**config.mk**
```make
export PLATFORM = sky130hd
export DESIGN_NAME = redirect_cmd_gen
export DESIGN_NICKNAME = d
export VERILOG_FILES = /design/src/rtl/ariane_soc_pkg.sv /design/src/rtl/redirect_cmd_gen.sv
export SDC_FILE = /design/constraint.sdc
export NUM_CORES = 1
export LEC_CHECK = 0
export ABC_AREA = 1
export BUFFER_PORTS_ARGS = -buffer_cell sky130_fd_sc_hd__buf_2
export CORE_MARGIN = 10
export CORE_UTILIZATION = 46
export CTS_CLUSTER_SIZE = 28
export DETAILED_ROUTE_END_ITERATION = 8
export GPL_ROUTABILITY_DRIVEN = 0
export PLACE_DENSITY = 0.92
export SLEW_MARGIN = 20
export SYNTH_ARGS = -nofsm -noshare
export SYNTH_HDL_FRONTEND = slang
export SYNTH_SLANG_ARGS = --single-unit
```
**constraint.sdc**
```tcl
create_clock -name clk -period 2.05 [get_ports clk]
set_clock_uncertainty 0.05 [all_clocks]
set_input_delay 0.205 -clock clk [delete_from_list [all_inputs] [get_ports clk]]
set_output_delay 0.205 -clock clk [all_outputs]
set_load 0.05 [all_outputs]
```
**src/rtl/ariane_soc_pkg.sv**
```systemverilog
// ariane_soc: shared SoC constants, the redirect command FSM state type and the target-beat helper
package ariane_soc;
  localparam logic [63:0] ERROR_REDIRECT      = 64'h0000_0000_4552_5244;
  localparam logic [63:0] ERROR_REDIRECT_STOP = 64'h0000_0000_5354_4f50;
  typedef enum logic [2:0] {
    RC_IDLE,
    RC_SEND_HDR,
    RC_SEND_TGT,
    RC_HOLD,
    RC_SEND_STOP
  } redirect_cmd_state_e;
  function automatic logic [63:0] redirect_tgt_beat(input logic [31:0] tgt);
    return {tgt, 32'h0};
  endfunction
endpackage

```
**src/rtl/redirect_cmd_gen.sv**
```systemverilog
// redirect_cmd_gen: turns redirect/stop requests into the header, target and stop beats for the redirect monitors
module redirect_cmd_gen
  import ariane_soc::*;
#(
  parameter int unsigned N_TARG_PORT   = 7,
  parameter int unsigned AXI_DATA_W    = 64,
  parameter int unsigned LOG_N_INIT    = 2,
  parameter int unsigned AUTO_STOP_CYC = 0,
  localparam int unsigned PW = (N_TARG_PORT > 1) ? $clog2(N_TARG_PORT) : 1,
  localparam int unsigned CW = (AUTO_STOP_CYC > 0) ? $clog2(AUTO_STOP_CYC + 1) : 1
) (
  input  logic                  clk,
  input  logic                  rst_n,
  input  logic                  req_valid_i,
  output logic                  req_ready_o,
  input  logic                  req_stop_i,
  input  logic [PW-1:0]         req_port_i,
  input  logic [LOG_N_INIT-1:0] req_target_i,
  output logic [AXI_DATA_W-1:0] wdata_o,
  output logic                  wvalid_o,
  input  logic                  wready_i,
  output logic [PW-1:0]         port_sel_o,
  output logic [N_TARG_PORT-1:0] active_o,
  output logic                  busy_o
);
  localparam logic [CW-1:0] CNT_LAST = CW'(AUTO_STOP_CYC > 0 ? AUTO_STOP_CYC - 1 : 0);
  redirect_cmd_state_e state_q, state_d;
  logic [PW-1:0]          cur_port_q, cur_port_d, port_sel_q, port_sel_d;
  logic [LOG_N_INIT-1:0]  cur_tgt_q, cur_tgt_d;
  logic [CW-1:0]          cnt_q, cnt_d;
  logic [AXI_DATA_W-1:0]  wdata_q, wdata_d;
  logic                   wvalid_q, wvalid_d, busy_q, busy_d;
  logic [N_TARG_PORT-1:0] active_q, active_d;
  logic                   port_ok, accept, hs;
  assign port_ok     = 32'(req_port_i) < N_TARG_PORT;
  assign req_ready_o = (state_q == RC_IDLE) || (state_q == RC_HOLD && cnt_q != CNT_LAST);
  assign accept      = req_valid_i && req_ready_o && port_ok;
  assign hs          = wvalid_q && wready_i;
  always_comb begin
    state_d    = state_q;
    cur_port_d = cur_port_q;
    cur_tgt_d  = cur_tgt_q;
    cnt_d      = cnt_q;
    active_d   = active_q;
    case (state_q)
      RC_IDLE, RC_HOLD: begin
        if (accept) begin
          cur_port_d = req_port_i;
          cur_tgt_d  = req_stop_i ? cur_tgt_q : req_target_i;
          state_d    = req_stop_i ? RC_SEND_STOP : RC_SEND_HDR;
          cnt_d      = '0;
        end else if (state_q == RC_HOLD) begin
          state_d = (cnt_q == CNT_LAST) ? RC_SEND_STOP : RC_HOLD;
          cnt_d   = (cnt_q == CNT_LAST) ? '0 : cnt_q + 1'b1;
        end
      end
      RC_SEND_HDR: state_d = hs ? RC_SEND_TGT : state_q;
      RC_SEND_TGT: begin
        if (hs) begin
          active_d[cur_port_q] = 1'b1;
          state_d = (AUTO_STOP_CYC > 0) ? RC_HOLD : RC_IDLE;
          cnt_d   = '0;
        end
      end
      RC_SEND_STOP: begin
        if (hs) begin
          active_d[cur_port_q] = 1'b0;
          state_d = RC_IDLE;
        end
      end
      default: state_d = RC_IDLE;
    endcase
    // beat outputs are decoded from the next state so they register alongside it
    wvalid_d   = state_d inside {RC_SEND_HDR, RC_SEND_TGT, RC_SEND_STOP};
    wdata_d    = (state_d == RC_SEND_HDR)  ? AXI_DATA_W'(ERROR_REDIRECT) :
                 (state_d == RC_SEND_TGT)  ? AXI_DATA_W'(redirect_tgt_beat(32'(cur_tgt_d))) :
                 (state_d == RC_SEND_STOP) ? AXI_DATA_W'(ERROR_REDIRECT_STOP) : '0;
    port_sel_d = cur_port_d;
    busy_d     = state_d != RC_IDLE;
  end
  always_ff @(posedge clk) begin
    if (!rst_n) begin
      state_q    <= RC_IDLE;
      cur_port_q <= '0;
      cur_tgt_q  <= '0;
      cnt_q      <= '0;
      wdata_q    <= '0;
      wvalid_q   <= 1'b0;
      port_sel_q <= '0;
      active_q   <= '0;
      busy_q     <= 1'b0;
    end else begin
      state_q    <= state_d;
      cur_port_q <= cur_port_d;
      cur_tgt_q  <= cur_tgt_d;
      cnt_q      <= cnt_d;
      wdata_q    <= wdata_d;
      wvalid_q   <= wvalid_d;
      port_sel_q <= port_sel_d;
      active_q   <= active_d;
      busy_q     <= busy_d;
    end
  end
  always_ff @(posedge clk) begin
    if (rst_n && req_valid_i && req_ready_o) assert (port_ok) else $error("illegal req_port_i %0d", req_port_i);
  end
  assign wdata_o    = wdata_q;
  assign wvalid_o   = wvalid_q;
  assign port_sel_o = port_sel_q;
  assign active_o   = active_q;
  assign busy_o     = busy_q;
endmodule

```
==> results of run 1 <==
## critical path: cells and delay by family (launching register included)
family | cells | cell delay, ns
flops | 1 | 0.39
buf+inv | 2 | 0.31
simple gates | 2 | 0.28
## layer usage
metal | global-route usage [%] | vias to the layer above
li1 | - | 539
met1 | 9.43 | 450
met2 | 16.9 | 50
met3 | 3.13 | 4
met4 | 4.33 | 0
met5 | 0 | -
## path summary, 6_finish.rpt
path                         to  cells past startpoint
hold / removal    port_sel_o[2]                      3
setup reg to reg           flop                      9
setup / recovery    req_ready_o                      4
hold reg to reg            flop                      2
## cells in the final DEF (no fill, tap or decap), types with 4 or more instances in the layout
cell type  instances
nor2_1            22
nand3_1            6
o21ai_0            6
a21oi_1            5
conb_1            44
inv_1             21
dfxtp_1           22
nand2_2            6
buf_2             42
nand2_1           30
nor2_4             4
## synthesized netlist by cell type (all sizes together)
cell type	instances
buf	59
nand2	38
nor2	26
dfxtp	22
inv	22
o21ai	7
nand3	6
a21oi	5
nor3	3
nand4	2
and2	1
clkbuf	1
conb	1
## cell families after synthesis
kind of cell,after synthesis,share of synthesized area [%]
compound gates,12,4.51
simple gates,76,25.9
flops,22,31.2
buf+inv,82,38.1
other cells,1,0.265
## per-stage QoR
stage | instances | hold WS, ns
3_3_place_gp | 251 | 0.396
4_1_cts | 255 | 0.133
5_1_grt | 255 | 0.154
2_1_floorplan | 236 | 0.277
6_report | 255 | 0.140
3_5_place_dp | 251 | 0.412
## final cells by class
| cell class | instances | share of cell area (%) |
|---|---|---|
| Multi-Input combinational cell | 132 | 41.9 |
| Timing Repair Buffer | 42 | 14.8 |
| Clock buffer | 3 | 1.58 |
| Clock inverter | 1 | 2.11 |
| Inverter | 22 | 5.80 |
| Tap cell | 33 | 2.90 |
| Sequential cell | 22 | 31.0 |
## where the power goes
| part | internal, uW | leakage [uW] | switching (uW) | total, uW |
|---|---|---|---|---|
| Clock | 198 | 0.0000279 | 140 | 338 |
| Sequential | 456 | 0.000180 | 24.8 | 481 |
| Combinational | 79.8 | 0.000653 | 498 | 578 |
| Total | 734 | 0.000861 | 663 | 1400 |
==> results.sh, run 1 <==
export IMPL_area_delta_synth_final_pct=0.619
export IMPL_synth_area_per_cell_um2=7.33
export IMPL_post_cts_buffers=0
export IMPL_portBuffers=42
export IMPL_crit_required_ns=1.79
export IMPL_path_clk_slew_ns=0.13
export IMPL_slew_viol_final=0
export IMPL_cts_htree_levels=1
export IMPL_cts_tree="yes"
export IMPL_clkSinkCount=22
export IMPL_grtUsageTotal_pct=9.34
export IMPL_slowest_stage="dfxtp_1"
export IMPL_ys_warn_count=0
export IMPL_rsz0062_at_grt="false"
export IMPL_dieHeight_um=75.4
export IMPL_initial_utilization_pct=47.1
export IMPL_fin_area_mm2=0.00142
export IMPL_drcViolationCount=0
export IMPL_dr_pass1_iters=4
export IMPL_end_kind="output port"
export IMPL_hold_path_class="in2reg"
export IMPL_yosysSeqAreaShare_pct=31.2
export IMPL_wirelength_met1_um=1090
export IMPL_final_nets=233
export IMPL_critPathMaxFanout=5
export IMPL_final_util_pct=47.4
export IMPL_rows=20
export IMPL_ant_nets=0
export IMPL_syn_area_mm2=0.00141
export IMPL_hp_start="req_port_i[2]"
export IMPL_postSynthCellCount=193
export IMPL_p_leak_uw=0.000861
export IMPL_maxCapViolations=0
export IMPL_synth_area_leader_cell="buf_4"
export IMPL_multi_input_area_um2=596
export IMPL_clockBufferDepth=2
export IMPL_wirelength_um=2960
export IMPL_max_stage_delay_ns=0.39
export IMPL_cts_root_buf="clkbuf_4"
export IMPL_die_area_mm2=0.00569
export IMPL_synth_area_leaders="buf_4 (31%), dfxtp_1 (31%), nand2_1 (8.0%)"
export IMPL_power_uw=1400
export IMPL_clock_latency_ns=0.32
export IMPL_grt_ovfl_total=0
export IMPL_r2r_start="state_q[1]"
export IMPL_crit_start="state_q[1]"
export IMPL_final_setup_tns_ns=0
export IMPL_critPathArrivalTime_ns=1.30
export IMPL_hold_violations=0
export IMPL_min_period_over_period_pct=75.9
export IMPL_setup_ws_ns=0.493
export IMPL_die_w_um=75.4
export IMPL_dr_wl_met3_um=366
export IMPL_outcome="completed"
export IMPL_wl_per_cell_um=11.6
export IMPL_fillers=322
export IMPL_ys_ff_latch=22
export IMPL_hpwl_um=2570
export IMPL_r2r_setup_slack_ns=0.70
export IMPL_postCtsHoldBufs=0
export IMPL_met2_length_um=1440
export IMPL_pre_cts_slack_ns=0.729
export IMPL_period_needed_ns=1.56
export IMPL_ys_types=18
export IMPL_antenna_found_initial=0
export IMPL_critical_path_class="reg2out"
export IMPL_coreArea_mm2=0.00300
export IMPL_cts_buffers=3
export IMPL_num_antenna_cells=0
export IMPL_vias_per_cell=4.09
export IMPL_routed_via_count=1043
export IMPL_critPathLaunchType="flop"
export IMPL_crit_path_cell_trace="nor2_4, nand2_2, inv_1, buf_2"
export IMPL_setup_violations=0
export IMPL_highest_layer="met4"
export IMPL_drt_iter0_markers=38
export IMPL_yosysTopAreaCellShare_pct=31.3
export IMPL_vdd_drop_max_mv=0.437
export IMPL_grt_max_degree=14
export IMPL_fmax_mhz=642
export IMPL_placedInstanceArea_mm2=0.00137
export IMPL_grt_pass1_wl_um=4180
export IMPL_drive_above_1_share_pct=27.5
export IMPL_ioPinCount=87
export IMPL_grt_pass1_vias=909
export IMPL_post_cts_resized=0
export IMPL_powerDensity_mw_per_mm2=982
export IMPL_regArea_um2=440
Note: power is estimated with default switching activity, not from simulation.
==> run 2: changes to the inputs <==
--- a/config.mk
+++ b/config.mk
@@ -8,11 +8,11 @@
 export ABC_AREA = 1
 export BUFFER_PORTS_ARGS = -buffer_cell sky130_fd_sc_hd__buf_2
 export CORE_MARGIN = 10
-export CORE_UTILIZATION = 46
+export CORE_UTILIZATION = 43
 export CTS_CLUSTER_SIZE = 28
 export DETAILED_ROUTE_END_ITERATION = 8
 export GPL_ROUTABILITY_DRIVEN = 0
-export PLACE_DENSITY = 0.92
+export PLACE_DENSITY = 0.87
 export SLEW_MARGIN = 20
 export SYNTH_ARGS = -nofsm -noshare
 export SYNTH_HDL_FRONTEND = slang
==> constraint.sdc (replaced) <==
create_clock -name clk -period 1.5 [get_ports clk]
set_clock_uncertainty 0.05 [all_clocks]
set_input_delay 0.15 -clock clk [delete_from_list [all_inputs] [get_ports clk]]
set_output_delay 0.15 -clock clk [all_outputs]
set_load 0.05 [all_outputs]
==> run 2 against run 1 <==
Effect of this change:
- count of clock-buffer cells in the layout stayed put
- sequential power rose by 37%
- clock power increased by 32%
- register-to-register slack worse by 0.56 ns
- worst hold slack worse by 0.040 ns
- critical path depth unchanged
- global-route usage fell by 0.36 points
- first-iteration DRC count decreased by 47%
- worst setup slack worse by 0.42 ns
- combinational power up 37%
- via count increased by 0.96%
- critical endpoint unchanged
- highest routed layer unchanged
==> results.sh, run 2 (synthesis results as in run 1) <==
export IMPL_path_clk_slew_ns=0.12
export IMPL_swShare_pct=46.9
export IMPL_vias_per_cell=3.94
export IMPL_postCtsHoldBufs=0
export IMPL_max_stage_delay_ns=0.37
export IMPL_wirelength_um=2920
export IMPL_ioPinCount=87
export IMPL_holdWs_ns=0.100
export IMPL_dp_cells=263
export IMPL_slew_viol_final=0
export IMPL_fmax_mhz=702
export IMPL_critical_path_class="reg2out"
export IMPL_dieHeight_um=77.3
export IMPL_initial_utilization_pct=45.6
export IMPL_powerDensity_mw_per_mm2=1310
export IMPL_clockBufferDepth=2
export IMPL_setup_violations=0
export IMPL_drt_iter0_markers=20
export IMPL_antenna_found_initial=0
export IMPL_critPathArrivalTime_ns=1.22
export IMPL_grt_pass1_vias=1065
export IMPL_hold_violations=0
export IMPL_finalNonFillerCells=267
export IMPL_slowest_stage="dfxtp_1"
export IMPL_maxCapViolations=0
export IMPL_drive_above_1_share_pct=29.1
export IMPL_coreArea_mm2=0.00310
export IMPL_die_w_um=77.3
export IMPL_wl_per_cell_um=10.9
export IMPL_clock_latency_ns=0.30
export IMPL_cts_htree_levels=1
export IMPL_dr_pass1_iters=4
export IMPL_grtUsageTotal_pct=8.98
export IMPL_p_int_uw=1010
export IMPL_end_kind="output port"
export IMPL_critPathMaxFanout=3
export IMPL_ant_nets=0
export IMPL_area_delta_synth_final_pct=2.57
export IMPL_final_nets=234
export IMPL_pwr_share_seq_pct=34.8
export IMPL_cts_root_buf="clkbuf_4"
export IMPL_grt_max_degree=14
export IMPL_drcViolationCount=0
export IMPL_hpwl_um=2520
export IMPL_grt_pass1_wl_um=4690
export IMPL_clkSinkCount=22
export IMPL_period_needed_ns=1.42
export IMPL_crit_required_ns=1.30
export IMPL_routed_via_count=1053
export IMPL_p_leak_uw=0.000867
export IMPL_comb_power_share_pct=41.8
export IMPL_worstPathBufferInverterCount=2
export IMPL_critPathTopFamily="flip-flops"
export IMPL_mostFrequentLayoutCells="conb_1 (44), buf_2 (41), nand2_1 (30), nor2_1 (22), inv_1 (21)"
export IMPL_die_area_mm2=0.00598
export IMPL_rows=20
export IMPL_outcome="completed"
export IMPL_vdd_drop_max_mv=0.516
export IMPL_crit_path_cell_trace="nor2_4, nand2_2, inv_1, buf_4"
export IMPL_critPathLaunchType="flop"
export IMPL_grt_ovfl_total=0
export IMPL_final_common_cell="conb_1"
export IMPL_cts_tree="yes"
export IMPL_min_period_over_period_pct=94.9
export IMPL_hold_path_class="in2reg"
export IMPL_power_switching_uw=889
export IMPL_p_clk_share_pct=23.4
export IMPL_num_antenna_cells=0
export IMPL_portBuffers=42
export IMPL_cts_buffers=3
[run 2: what timing repair did]
action	CTS	global route
resized for setup	0	4
endpoints found under the setup margin	0	2
buffers inserted	0	0
[run 2: layer usage]
layer  vias to the layer above  share of wire, %  GRT usage, %  wire length [um]
li1                        540                 -             -                 -
met1                       451                34          8.00               992
met2                        56                50          15.9              1450
met3                         6                15          5.65               438
met4                         0               1.3          3.83                38
met5                         -                 0             0                 0
[run 2: path summary, 6_finish.rpt]
kind | cells past startpoint | slack, ns | start | end
worst min-delay path | 3 | 0.10 | req_port_i[2] | port_sel_o[2]
worst max-delay path | 4 | 0.08 | state_q[0] | req_ready_o
worst max register to register | 9 | 0.14 | state_q[0] | flop
worst min register to register | 2 | 0.42 | flop | flop
[run 2: area by class of cell]
| class | instances | area, um2 |
|---|---|---|
| clock buffers | 3 | 22.5 |
| inverters | 22 | 82.6 |
| fillers | 332 | 1650 |
| flip-flops and latches | 22 | 444 |
| well taps | 44 | 55.1 |
| multi-input cells | 132 | 596 |
| repair buffers | 43 | 220 |
| clock inverters | 1 | 30.0 |
[run 2: power groups by stage]
stage               Clock (uW)  Combinational (uW)  Sequential, uW
floorplan                    0                 717             773
global placement             0                 779             670
detailed placement           0                 785             673
CTS                        456                 786             660
global route               481                 832             668
finish                     445                 792             659
[run 2: through the flow]
stage / worst slack, ns / setup TNS, ns / utilization, % / total power (uW) / instance area [um2]
2_1_floorplan: 0.131 / 0 / - / 1490 / 1580
3_3_place_gp: 0.222 / 0 / 44.9 / 1450 / 1390
3_5_place_dp: 0.204 / 0 / 44.9 / 1460 / 1390
4_1_cts: 0.0217 / 0 / 46.6 / 1900 / 1450
5_1_grt: -0.00878 / -0.00878 / 46.7 / 1980 / 1450
6_report: 0.0762 / 0 / 46.7 / 1900 / 1450
[run 2: worst register-to-register path, stage by stage, from the launching register on]
cell and delay [ns]:
dfxtp_1 0.37, nor2_4 0.18, nand2_4 0.10, nand2_2 0.13, nand2_4 0.08, nor2_4 0.11, nand2_1 0.08, nand2_1 0.06
nand2_1 0.05, nor2_1 0.09
